[config.mk]
export PLATFORM = sky130hd
export DESIGN_NAME = sc_micro_sequencer
export DESIGN_NICKNAME = d
export VERILOG_FILES = /design/src/rtl/sc_micro_sequencer.sv
export SDC_FILE = /design/constraint.sdc
export NUM_CORES = 1
export LEC_CHECK = 0
export ABC_AREA = 1
export BUFFER_PORTS_ARGS = -buffer_cell sky130_fd_sc_hd__buf_4
export CAP_MARGIN = 40
export CORE_MARGIN = 2
export CORE_UTILIZATION = 35
export DETAILED_ROUTE_END_ITERATION = 10
export HOLD_SLACK_MARGIN = 0.08
export PLACE_DENSITY_LB_ADDON = 0.08
export SYNTH_ARGS = -nofsm -noshare
export SYNTH_HDL_FRONTEND = slang
export SYNTH_SLANG_ARGS = --single-unit
[constraint.sdc]
create_clock -name SC_MicroSeq_CLOCK_50 -period 1.5 [get_ports SC_MicroSeq_CLOCK_50]
set_clock_uncertainty 0.15 [all_clocks]
set_input_delay 0.3 -clock SC_MicroSeq_CLOCK_50 [delete_from_list [all_inputs] [get_ports SC_MicroSeq_CLOCK_50]]
set_output_delay 0.3 -clock SC_MicroSeq_CLOCK_50 [all_outputs]
set_load 0.01 [all_outputs]
[src/rtl/sc_micro_sequencer.sv]
// Microprogram sequencer: selects the next control-store address from COND, flags and IR decode.
// uPC, decode flag, trap flag and microcycle counter are all registered (one-cycle latency, no comb in->out).
module sc_micro_sequencer #(
  parameter int unsigned              UADDR_WIDTH = 11,
  parameter logic [UADDR_WIDTH-1:0]   RESET_UADDR = 11'h000,
  parameter logic [UADDR_WIDTH-1:0]   TRAP_UADDR  = 11'h7FF,
  parameter int unsigned              CNT_WIDTH   = 16
) (
  input  logic                   SC_MicroSeq_CLOCK_50,
  input  logic                   SC_MicroSeq_Reset_InHigh,
  input  logic [2:0]             SC_MicroSeq_COND,
  input  logic [UADDR_WIDTH-1:0] SC_MicroSeq_JUMPADDR,
  input  logic [1:0]             SC_MicroSeq_OP,
  input  logic [5:0]             SC_MicroSeq_OP3,
  input  logic                   SC_MicroSeq_BIT13,
  input  logic                   SC_MicroSeq_N,
  input  logic                   SC_MicroSeq_Z,
  input  logic                   SC_MicroSeq_V,
  input  logic                   SC_MicroSeq_C,
  input  logic                   SC_MicroSeq_Hold_InHigh,
  output logic [UADDR_WIDTH-1:0] SC_MicroSeq_uPC_Out,
  output logic                   SC_MicroSeq_Decode_OutHigh,
  output logic                   SC_MicroSeq_Trap_OutHigh,
  output logic [CNT_WIDTH-1:0]   SC_MicroSeq_CycleCount_Out
);

  typedef enum logic [0:0] {ST_RUN = 1'b0, ST_TRAP = 1'b1} state_t;

  state_t                 state_q;
  logic [UADDR_WIDTH-1:0] upc_q;
  logic [UADDR_WIDTH-1:0] upc_d;
  logic [UADDR_WIDTH-1:0] upc_inc;
  logic [UADDR_WIDTH-1:0] decode_addr;
  logic                   decode_q;
  logic                   decode_d;
  logic                   trap_q;
  logic                   illegal;
  logic [CNT_WIDTH-1:0]   cnt_q;

  // Decode target format is fixed at 11 bits: {1, OP, OP3, 00}.
  assign decode_addr = {1'b1, SC_MicroSeq_OP, SC_MicroSeq_OP3, 2'b00};
  assign upc_inc     = upc_q + 1'b1;
  assign illegal     = (SC_MicroSeq_COND == 3'b111) && (SC_MicroSeq_OP == 2'b00) &&
                       (SC_MicroSeq_OP3[5:3] == 3'b000);

  always_comb begin
    upc_d    = upc_inc;
    decode_d = 1'b0;
    case (SC_MicroSeq_COND)
      3'b001: if (SC_MicroSeq_N)     upc_d = SC_MicroSeq_JUMPADDR;
      3'b010: if (SC_MicroSeq_Z)     upc_d = SC_MicroSeq_JUMPADDR;
      3'b011: if (SC_MicroSeq_V)     upc_d = SC_MicroSeq_JUMPADDR;
      3'b100: if (SC_MicroSeq_C)     upc_d = SC_MicroSeq_JUMPADDR;
      3'b101: if (SC_MicroSeq_BIT13) upc_d = SC_MicroSeq_JUMPADDR;
      3'b110: upc_d = SC_MicroSeq_JUMPADDR;
      3'b111: begin
        upc_d    = decode_addr;
        decode_d = 1'b1;
      end
      default: upc_d = upc_inc;
    endcase
  end

  always_ff @(posedge SC_MicroSeq_CLOCK_50) begin
    if (SC_MicroSeq_Reset_InHigh) begin
      state_q  <= ST_RUN;
      upc_q    <= RESET_UADDR;
      decode_q <= 1'b0;
      trap_q   <= 1'b0;
      cnt_q    <= '0;
    end else begin
      case (state_q)
        ST_RUN: begin
          if (!SC_MicroSeq_Hold_InHigh) begin
            cnt_q <= cnt_q + 1'b1;
            if (illegal) begin
              state_q  <= ST_TRAP;
              upc_q    <= TRAP_UADDR;
              decode_q <= 1'b0;
              trap_q   <= 1'b1;
            end else begin
              upc_q    <= upc_d;
              decode_q <= decode_d;
            end
          end
        end
        ST_TRAP: begin
          // Parked until reset; all inputs ignored.
          upc_q    <= TRAP_UADDR;
          decode_q <= 1'b0;
          trap_q   <= 1'b1;
        end
        default: begin
          state_q <= ST_RUN;
          upc_q   <= RESET_UADDR;
        end
      endcase
    end
  end

  assign SC_MicroSeq_uPC_Out        = upc_q;
  assign SC_MicroSeq_Decode_OutHigh = decode_q;
  assign SC_MicroSeq_Trap_OutHigh   = trap_q;
  assign SC_MicroSeq_CycleCount_Out = cnt_q;

endmodule

==> run summary, run 1 <==
Lkg Pwr: 1.50 nW
Area leader, netlist: dfxtp_1
Top-area cell type share of the netlist area: 0.297
EDFF count, synth: 0
Hold Path Depth: 5
Share of cells above drive strength 1: 0.363
Crit path from: SC_MicroSeq_CycleCount_Out[1]
Seq/Total Area, Yosys: 0.297
Worst R2R Start: SC_MicroSeq_CycleCount_Out[1]
Pre-antenna DRT Iters: 4
Mapped Nets: 368
Remaining Overflow, GRT: 0
PwrDens: 655 nW/um^2
Dpl cells: 498
Min Clock Period, post-route: 1480 ps
Core ar.: 5540 sq um
# DRC: 0
Largest net degree at the start of global routing: 17
Vias per inst: 4.83
Reg clk slew, reported paths: 70 ps
Critical Path Sink Type: register
CP cell instances: nand2_4 > nor2_4 > nand3_2 > nor2_4 > buf_4 > buf_4 > buf_4 > a21oi_1 > o21a_1
Final setup vio count: 0
Critical path required time: 1540 ps
Antenna Violating Nets Remaining: 0
Worst slack, placed: -139 ps
Startpoint types: register
DR vias: 2,479
Clock latency on the worst-skew pair: 290 ps
Cell count along the critical path: 9
CP top delay family: simple AND/OR/NAND/NOR gates
Post-Syn Area: 2020 sq um
Hold crit path type: in -> reg
P&R area growth vs syn: 54.7%
CP Class: reg -> reg
#FFs+latches synth: 30
CP max FO: 3
Slew Viols, Final: 0
YS warnings: 0
FF-to-FF End: SC_MicroSeq_CycleCount_Out[5]
Buf/Inv on CP: 3
# hold bufs at CTS: 0
Cell mode on critical path: buf_4
First-pass GRT wire length: 10.2 mm
DRT iter0 DRCs: 98
Largest stage delay, worst path: 380 ps
Initial Util: 0.365
PnR worst setup slack: 22.6 ps
Total track usage: 0.203
Final wirelength: 6.36 mm
CP endpoint: SC_MicroSeq_CycleCount_Out[5]
CP Data Arrival Time: 1520 ps
Buffers on Ports: 58
Status: complete, no violations
Routed len/inst: 12.4 um
RSZ-0062 raised after global routing: yes
Rel. slew slack: 0.802
Post-synthesis async set-or-reset flop share: 0
Num CTS Buffers: 5
DP HPWL: 4.71 mm
Top_reg_cell synth: dfxtp_1
Final Wtd Congestion: 0.884
Cell Rows: 27
Fmax: 0.677 GHz
Post-route insts no fill: 513
Number of distinct library cells after synthesis: 31
Initial antenna violation count: 0
Tcrit/Tclk final: 0.985
Post-synth top cells: nand2_1 (92), inv_1 (43), nor2_1 (43)
Slowest-stage cell, CP: dfxtp_4
R2R Setup Slk: 20 ps
Max capacitance violation total: 0
Slew @ Worst Pin: 297 ps
Mapped Cells: 336
Largest cells by area after synthesis: dfxtp_1 (30%), nand2_1 (17%), inv_1 (8.0%), nor2_1 (8.0%), a21oi_1 (7.7%)
Worst vdd ir: 447 uV
Most common cell in the netlist: nand2_1
I/O Pins: 59
Die H: 80.0 um
Clock sink count: 30
TritonCTS clock tree: yes
Vias in the first global route: 2,308
Post-Syn Area per Cell: 6.02 sq um
Die Wd: 80.0 um
R2R cell count: 9
Die area: 6400 sq um
Fillers: 576
Layout Nets: 472
# diodes: 0
CTS Buffer Depth: 2
CTS H-Tree Depth: 2
Hold Vio Cnt, Final: 0
CTS Root Cell: clkbuf_8
through the flow:
stage	total power, mW	setup TNS [ps]	utilization	area [sq um]	hold WS [ps]
after CTS	2.03	-56.6	0.537	2970	185
after global routing	2.16	-451	0.565	3130	193
after detailed placement	1.32	-1260	0.510	2820	323
final	2.05	0	0.565	3130	184
after global placement	1.32	-1340	0.510	2820	315
after floorplan	1.09	0	-	2030	334
sequential cells by signal, summed over array words and instances, names as in the netlist:
register / cells
SC_MicroSeq_Decode_OutHigh: 1
SC_MicroSeq_CycleCount_Out: 16
SC_MicroSeq_Trap_OutHigh: 1
state_q: 1
SC_MicroSeq_uPC_Out: 11
worst min-delay path, cell delays in order:
cell     delay [ps]
buf_4            80
nand2_1          40
nand3_1          70
nand3_1          60
inv_1            50
cells in the final DEF, fill, tap and decap left out, types with 5 or more instances in the layout:
cell type | netlist | routed
nor2_4 | 3 | 6
o21ai_1 | 0 | 5
inv_1 | 43 | 39
dfxtp_1 | 30 | 21
dfxtp_2 | 0 | 5
o21ai_0 | 15 | 9
nand2_2 | 2 | 5
nor2_1 | 43 | 38
nand4_1 | 7 | 7
a21oi_1 | 31 | 30
clkbuf_8 | 0 | 6
nor3_1 | 10 | 7
buf_4 | 2 | 99
nand3_1 | 29 | 26
nor2_2 | 3 | 5
nand2_1 | 92 | 88
routing by layer:
metal	wire (um)	share of wire	track usage	vias up
met1	2730	0.43	0.243	1102
met4	142	0.022	0.0780	0
met3	353	0.056	0.0351	13
met5	0	0	0	-
met2	3130	0.49	0.360	74
li1	-	-	-	1290
logic make-up (layout without fill, tap and decap cells):
group,after synthesis,count (layout),synth area share
AND/OR/NAND/NOR,198,198,0.440
AO/OA/AOI/OAI,53,53,0.142
buffers and inverters,51,156,0.0996
flip-flops,30,30,0.297
adder cells (fa/ha/maj),2,2,0.0124
XOR/XNOR,2,2,0.00866
timing repair:
action / CTS / global route
pin swaps: 5 / 13
setup endpoints to repair: 8 / 21
cloned: 0 / 1
resized for setup: 8 / 43
setup buffers: 4 / 2
worst min-delay path by stage:
stage / start / endpoint / slack, ps
3_3_place_gp: SC_MicroSeq_Decode_OutHigh / SC_MicroSeq_Decode_OutHigh / 310
5_1_grt: SC_MicroSeq_JUMPADDR[8] / SC_MicroSeq_uPC_Out[8] / 190
2_1_floorplan: SC_MicroSeq_Hold_InHigh / SC_MicroSeq_CycleCount_Out[15] / 330
3_5_place_dp: SC_MicroSeq_Decode_OutHigh / SC_MicroSeq_Decode_OutHigh / 320
6_report: SC_MicroSeq_JUMPADDR[8] / SC_MicroSeq_uPC_Out[8] / 180
4_1_cts: SC_MicroSeq_JUMPADDR[8] / SC_MicroSeq_uPC_Out[8] / 180
report_power, final:
| group | leakage (nW) | total (mW) | switching [mW] | internal [mW] |
|---|---|---|---|---|
| combinational | 1.20 | 0.479 | 0.250 | 0.229 |
| sequential | 0.249 | 0.859 | 0.0322 | 0.827 |
| clock | 0.0472 | 0.710 | 0.342 | 0.369 |
| total | 1.50 | 2.05 | 0.623 | 1.42 |
cell type report:
type	instances	area (sq um)	area share
clock buffers	6	82.6	0.0264
inverters	45	175	0.0560
well taps	72	90.1	0.0288
repair inverters	1	7.51	0.00240
multi-input cells	255	1350	0.432
flip-flops and latches	30	622	0.199
repair buffers	102	786	0.251
clock inverters	2	12.5	0.00400
Note: power is estimated with default switching activity, not from simulation.
==> inputs of run 2 (changes only) <==
--- a/config.mk
+++ b/config.mk
@@ -5,7 +5,6 @@
 export SDC_FILE = /design/constraint.sdc
 export NUM_CORES = 1
 export LEC_CHECK = 0
-export ABC_AREA = 1
 export BUFFER_PORTS_ARGS = -buffer_cell sky130_fd_sc_hd__buf_4
 export CAP_MARGIN = 40
 export CORE_MARGIN = 2
==> run summary, run 2 <==
Status: complete, but fails checks
Failing checks: setup timing
Area leader, netlist: dfxtp_1
Slowest-stage cell, CP: dfxtp_4
Startpoint types: register
Num CTS Buffers: 5
Hold Vio Cnt, Final: 0
Min Clock Period, post-route: 1650 ps
Total track usage: 0.199
Number of distinct library cells after synthesis: 50
Seq/Total Area, Yosys: 0.337
Most common cell in the netlist: dfxtp_1
Largest stage delay, worst path: 370 ps
Slew Viols, Final: 0
FF-to-FF End: SC_MicroSeq_uPC_Out[10]
CP endpoint: SC_MicroSeq_uPC_Out[10]
Mapped Cells: 221
Die Wd: 75.4 um
Fillers: 452
R2R Setup Slk: -150 ps
Buf/Inv on CP: 0
First-pass GRT wire length: 8.43 mm
Most frequent cells in the layout: buf_4 (104), dfxtp_1 (27), nor2_1 (25)
Top_reg_cell synth: dfxtp_1
Rel. slew slack: 0.801
Lkg Pwr: 1.26 nW
Max FFs per register: 16
Max capacitance violation total: 0
Reg clk slew, reported paths: 60 ps
Hold_sp: SC_MicroSeq_JUMPADDR[5]
Buffers on Ports: 58
Critical path required time: 1520 ps
Final Wtd Congestion: 0.910
Setup TNS: -672 ps
Cell Rows: 25
Tcrit/Tclk final: 1.10
Antenna Violating Nets Remaining: 0
DP HPWL: 4.18 mm
Initial antenna violation count: 0
CP Data Arrival Time: 1680 ps
R2R cell count: 5
Worst vdd ir: 416 uV
DRT iter0 DRCs: 73
YS warnings: 0
Hold Path Depth: 2
CTS Buffer Depth: 2
Routed len/inst: 13.6 um
# diodes: 0
Post-Syn Area per Cell: 8.07 sq um
Top-area cell type share of the netlist area: 0.337
Die area: 5690 sq um
Post-Syn Area: 1780 sq um
Vias per inst: 5.03
I/O Pins: 59
Core ar.: 4820 sq um
Post-synth top cells: dfxtp_1 (30), nor2_1 (26), nand2_1 (20)
DR vias: 1,971
Post-route insts no fill: 392
Critical Path Sink Type: register
Post-synthesis async set-or-reset flop share: 0
Vias in the first global route: 1,843
Layout Nets: 356
Share of cells above drive strength 1: 0.452
Remaining Overflow, GRT: 0
Hold crit path type: in -> reg
Dpl cells: 380
CP Class: reg -> reg
TritonCTS clock tree: yes
Die H: 75.4 um
Largest net degree at the start of global routing: 15
PwrDens: 683 nW/um^2
EDFF count, synth: 0
Largest cells by area after synthesis: dfxtp_1 (34%), xor2_1 (5.9%), nor2_1 (5.5%), nand2_1 (4.2%), xnor2_1 (3.9%)
CP top delay family: simple AND/OR/NAND/NOR gates
Final wirelength: 5.35 mm
CP max FO: 2
#FFs+latches synth: 30
Commonest non-fill, non-tap cell in the layout: buf_4
RSZ-0062 raised after global routing: yes
Multi-input gate area in the final layout: 1240 sq um
Slew @ Worst Pin: 296 ps
Clock latency on the worst-skew pair: 290 ps
Worst R2R Start: SC_MicroSeq_uPC_Out[0]
Cell count along the critical path: 5
Mapped Nets: 253
Pre-antenna DRT Iters: 4
Fmax: 0.604 GHz
PnR worst setup slack: -155 ps
Initial Util: 0.370
# hold bufs at CTS: 0
CTS H-Tree Depth: 2
P&R area growth vs syn: 59.7%
# DRC: 0
Crit path from: SC_MicroSeq_uPC_Out[0]
Final setup vio count: 6
Clock sink count: 30
CTS Root Cell: clkbuf_8
CP cell instances: ha_4 > nand4_1 > nor4_4 > o21ai_1 > a221o_1
FF+latch area: 607 sq um
==> run 2: cell families (layout without fill, tap and decap cells) <==
kind of cell	Yosys count	count (layout)	share of synthesized area
AO/OA/AOI/OAI	50	50	0.196
XOR/XNOR	20	20	0.0982
adder cells (fa/ha/maj)	2	2	0.0140
buffers and inverters	18	122	0.0512
flip-flops	30	30	0.337
multiplexers	2	2	0.0140
AND/OR/NAND/NOR	99	99	0.290
==> run 2: what timing repair did <==
action                                  in CTS  in global routing
setup buffers                                0                  4
gates resized for setup                      4                 18
pin swaps                                    3                 15
hold endpoints to repair                     0                  0
endpoints found under the setup margin       8                 14
==> run 2: worst min path at each step <==
stage,slack [ps],end
final,80,SC_MicroSeq_uPC_Out[5]
after detailed placement,290,SC_MicroSeq_Trap_OutHigh
after global placement,290,SC_MicroSeq_Trap_OutHigh
after CTS,80,SC_MicroSeq_uPC_Out[5]
after floorplan,230,state_q
after global routing,90,SC_MicroSeq_uPC_Out[5]
==> run 2: layout make-up <==
type | count | area share
Clock buffer | 6 | 0.0255
Clock inverter | 2 | 0.00351
Inverter | 7 | 0.00922
Multi-Input combinational cell | 173 | 0.434
Sequential cell | 30 | 0.213
Tap cell | 67 | 0.0294
Timing Repair Buffer | 107 | 0.286
==> run 2: per-layer routing <==
metal / share of wire / GRT usage
met1: 0.46 / 0.264
met2: 0.46 / 0.308
met3: 0.065 / 0.0516
met4: 0.015 / 0.0799
met5: 0 / 0
==> run 2: metrics by stage <==
| stage | power (mW) | setup WS (ps) | hold WS (ps) | cell area [sq um] | utilization |
|---|---|---|---|---|---|
| 2_1_floorplan | 1.07 | -53.7 | 233 | 1840 | - |
| 5_1_grt | 2.04 | -244 | 92.4 | 2850 | 0.592 |
| 3_3_place_gp | 1.30 | -256 | 289 | 2620 | 0.543 |
| 3_5_place_dp | 1.30 | -316 | 288 | 2620 | 0.543 |
| 6_report | 1.95 | -155 | 84.1 | 2850 | 0.592 |
| 4_1_cts | 1.94 | -143 | 81.5 | 2730 | 0.566 |
==> run 2: where the power goes <==
group	switching [mW]	internal, mW
sequential	0.0261	0.826
combinational	0.215	0.249
clock	0.308	0.321
==> run 2: worst reg2reg max path: cells and delay by family (launching register included) <==
family,cells,cell delay [ps]
and+or+nand+nor,2,480
AOI/OAI and AO/OA,2,420
DFF,1,370
adders and majority gates,1,130
==> inputs of run 3 (changes only) <==
--- a/config.mk
+++ b/config.mk
@@ -7,6 +7,7 @@
 export LEC_CHECK = 0
 export BUFFER_PORTS_ARGS = -buffer_cell sky130_fd_sc_hd__buf_4
 export CAP_MARGIN = 40
+export CORE_ASPECT_RATIO = 0.75
 export CORE_MARGIN = 2
 export CORE_UTILIZATION = 35
 export DETAILED_ROUTE_END_ITERATION = 10
==> run summary, run 3 (synthesis results as in run 2) <==
Status: complete, but fails checks
Failing checks: setup timing
Cell Rows: 22
Worst R2R Start: SC_MicroSeq_uPC_Out[0]
Vias in the first global route: 1,859
Num CTS Buffers: 5
Min Clock Period, post-route: 1620 ps
RSZ-0062 raised after global routing: yes
FF-to-FF End: SC_MicroSeq_uPC_Out[10]
Fmax: 0.617 GHz
CP Data Arrival Time: 1660 ps
Max FFs per register: 16
CP top delay family: compound AO/OA/AOI/OAI gates
Seq pwr share: 0.358
R2R cell count: 6
Vias per inst: 5.10
CP Class: reg -> reg
DRT iter0 DRCs: 142
Hold Path Depth: 2
Initial antenna violation count: 0
CP cell instances: ha_4 > nand4_1 > buf_4 > nor4_4 > o21ai_1 > a221o_1
Hold Vio Cnt, Final: 0
CTS H-Tree Depth: 2
Critical Path Sink Type: register
Layout Nets: 367
Buf/Inv on CP: 1
Core ar.: 4900 sq um
Switch share: 0.247
Clock power share: 0.434
Worst vdd ir: 559 uV
Total track usage: 0.214
CTS Root Cell: clkbuf_8
Die H: 65.8 um
Share of cells above drive strength 1: 0.482
Met3 Usage GRT: 0.0474
Tcrit/Tclk final: 1.08
Max capacitance violation total: 0
Internal: 1.80 mW
I/O Pins: 59
Critical path required time: 1540 ps
Die area: 5690 sq um
# diodes: 0
Slew @ Worst Pin: 318 ps
Switching pwr: 0.591 mW
CP max FO: 2
Clock sink count: 30
Most frequent cells in the layout: buf_4 (112), dfxtp_1 (26), nor2_1 (25)
Slew Viols, Final: 0
Top Usage Layer GRT: met1
Clock latency on the worst-skew pair: 290 ps
First-pass GRT wire length: 9.32 mm
Commonest non-fill, non-tap cell in the layout: buf_4
CTS Buffer Depth: 2
PnR worst setup slack: -120 ps
Die Wd: 86.4 um
Antenna Violating Nets Remaining: 0
Largest net degree at the start of global routing: 13
Reg clk slew, reported paths: 70 ps
Lkg Pwr: 1.36 nW
Pre-antenna DRT Iters: 4
P&R area growth vs syn: 69.2%
# DRC: 0
Final Wtd Congestion: 0.878
Logic pwr share: 0.207
PwrDens: 792 nW/um^2
Hold_sp: SC_MicroSeq_JUMPADDR[10]
Initial Util: 0.364
Largest stage delay, worst path: 370 ps
TritonCTS clock tree: yes
Slowest-stage cell, CP: dfxtp_4
Met2 usage: 0.287
DR vias: 2,019
Remaining Overflow, GRT: 0
Worst hold path endpoint: SC_MicroSeq_uPC_Out[10]
Hold crit path type: in -> reg
Power Total: 2.39 mW
R2R Setup Slk: -120 ps
Layout Utilization: 0.616
Buffers on Ports: 58
Routed len/inst: 15.1 um
Final setup vio count: 7
Final wirelength: 5.98 mm
Startpoint types: register
GR Layer Usage met1: 0.331
Rel. slew slack: 0.786
DP HPWL: 4.63 mm
## run 3: cell types whose count changed in the layout (fill, tap and decap cells not counted), moves of 2 or more
cell	before	now
and3_2	0	2
and3_4	2	0
buf_4	104	112
bufinv_16	0	2
clkinv_2	2	0
dlygate4sd3_1	0	2
## run 3: what timing repair did
action,4_1_cts,5_1_grt
pin swaps,10,19
setup buffers,4,3
gates resized for setup,8,23
hold buffers,1,1
hold endpoints to repair,1,1
setup endpoints to repair,8,24
## run 3: area by class of cell
type / instances / area (sq um)
clock inverter: 2 / 60.1
clock buffer: 6 / 82.6
fill: 436 / 1880
tap: 60 / 75.1
sequential: 30 / 611
timing repair buffer: 118 / 906
inverter: 7 / 26.3
multi-input combinational: 173 / 1260
## run 3: worst reg2reg max path: stages, from the launching register on
cell	delay (ps)
dfxtp_4	370
ha_4	120
nand4_1	130
buf_4	180
nor4_4	170
o21ai_1	100
a221o_1	280
## run 3: power by group through the flow
stage          Clock [mW]  Sequential (mW)  Combinational, mW
3_3_place_gp            0            0.871              0.441
4_1_cts              1.05            0.852              0.470
3_5_place_dp            0            0.870              0.445
2_1_floorplan           0            0.887              0.181
5_1_grt              1.09            0.859              0.534
6_report             1.04            0.857              0.496
## run 3: metal layers
| metal | routed length [um] | up-vias |
|---|---|---|
| li1 | - | 1018 |
| met1 | 3120 | 934 |
| met2 | 2420 | 62 |
| met3 | 391 | 5 |
| met4 | 46 | 0 |
| met5 | 0 | - |
## run 3: how the worst max path moves through the flow
stage,cells after the start,endpoint,startpoint
4_1_cts,5,SC_MicroSeq_uPC_Out[10],SC_MicroSeq_uPC_Out[0]
2_1_floorplan,5,SC_MicroSeq_uPC_Out[10],SC_MicroSeq_COND[1]
3_5_place_dp,6,SC_MicroSeq_uPC_Out[0],SC_MicroSeq_COND[1]
5_1_grt,7,SC_MicroSeq_uPC_Out[8],SC_MicroSeq_uPC_Out[0]
3_3_place_gp,6,SC_MicroSeq_uPC_Out[0],SC_MicroSeq_COND[1]
6_report,6,SC_MicroSeq_uPC_Out[10],SC_MicroSeq_uPC_Out[0]
## run 3: per-stage QoR
stage	hold WS (ps)	TNS, ps	std cells	cell area (sq um)	worst slack, ps
finish	79.9	-506	396	3020	-120
global route	80.1	-930	396	3020	-187
CTS	80.6	-437	392	2890	-142
detailed placement	292	-3060	379	2650	-324
global placement	291	-2580	379	2650	-255
floorplan	233	-231	221	1840	-53.7
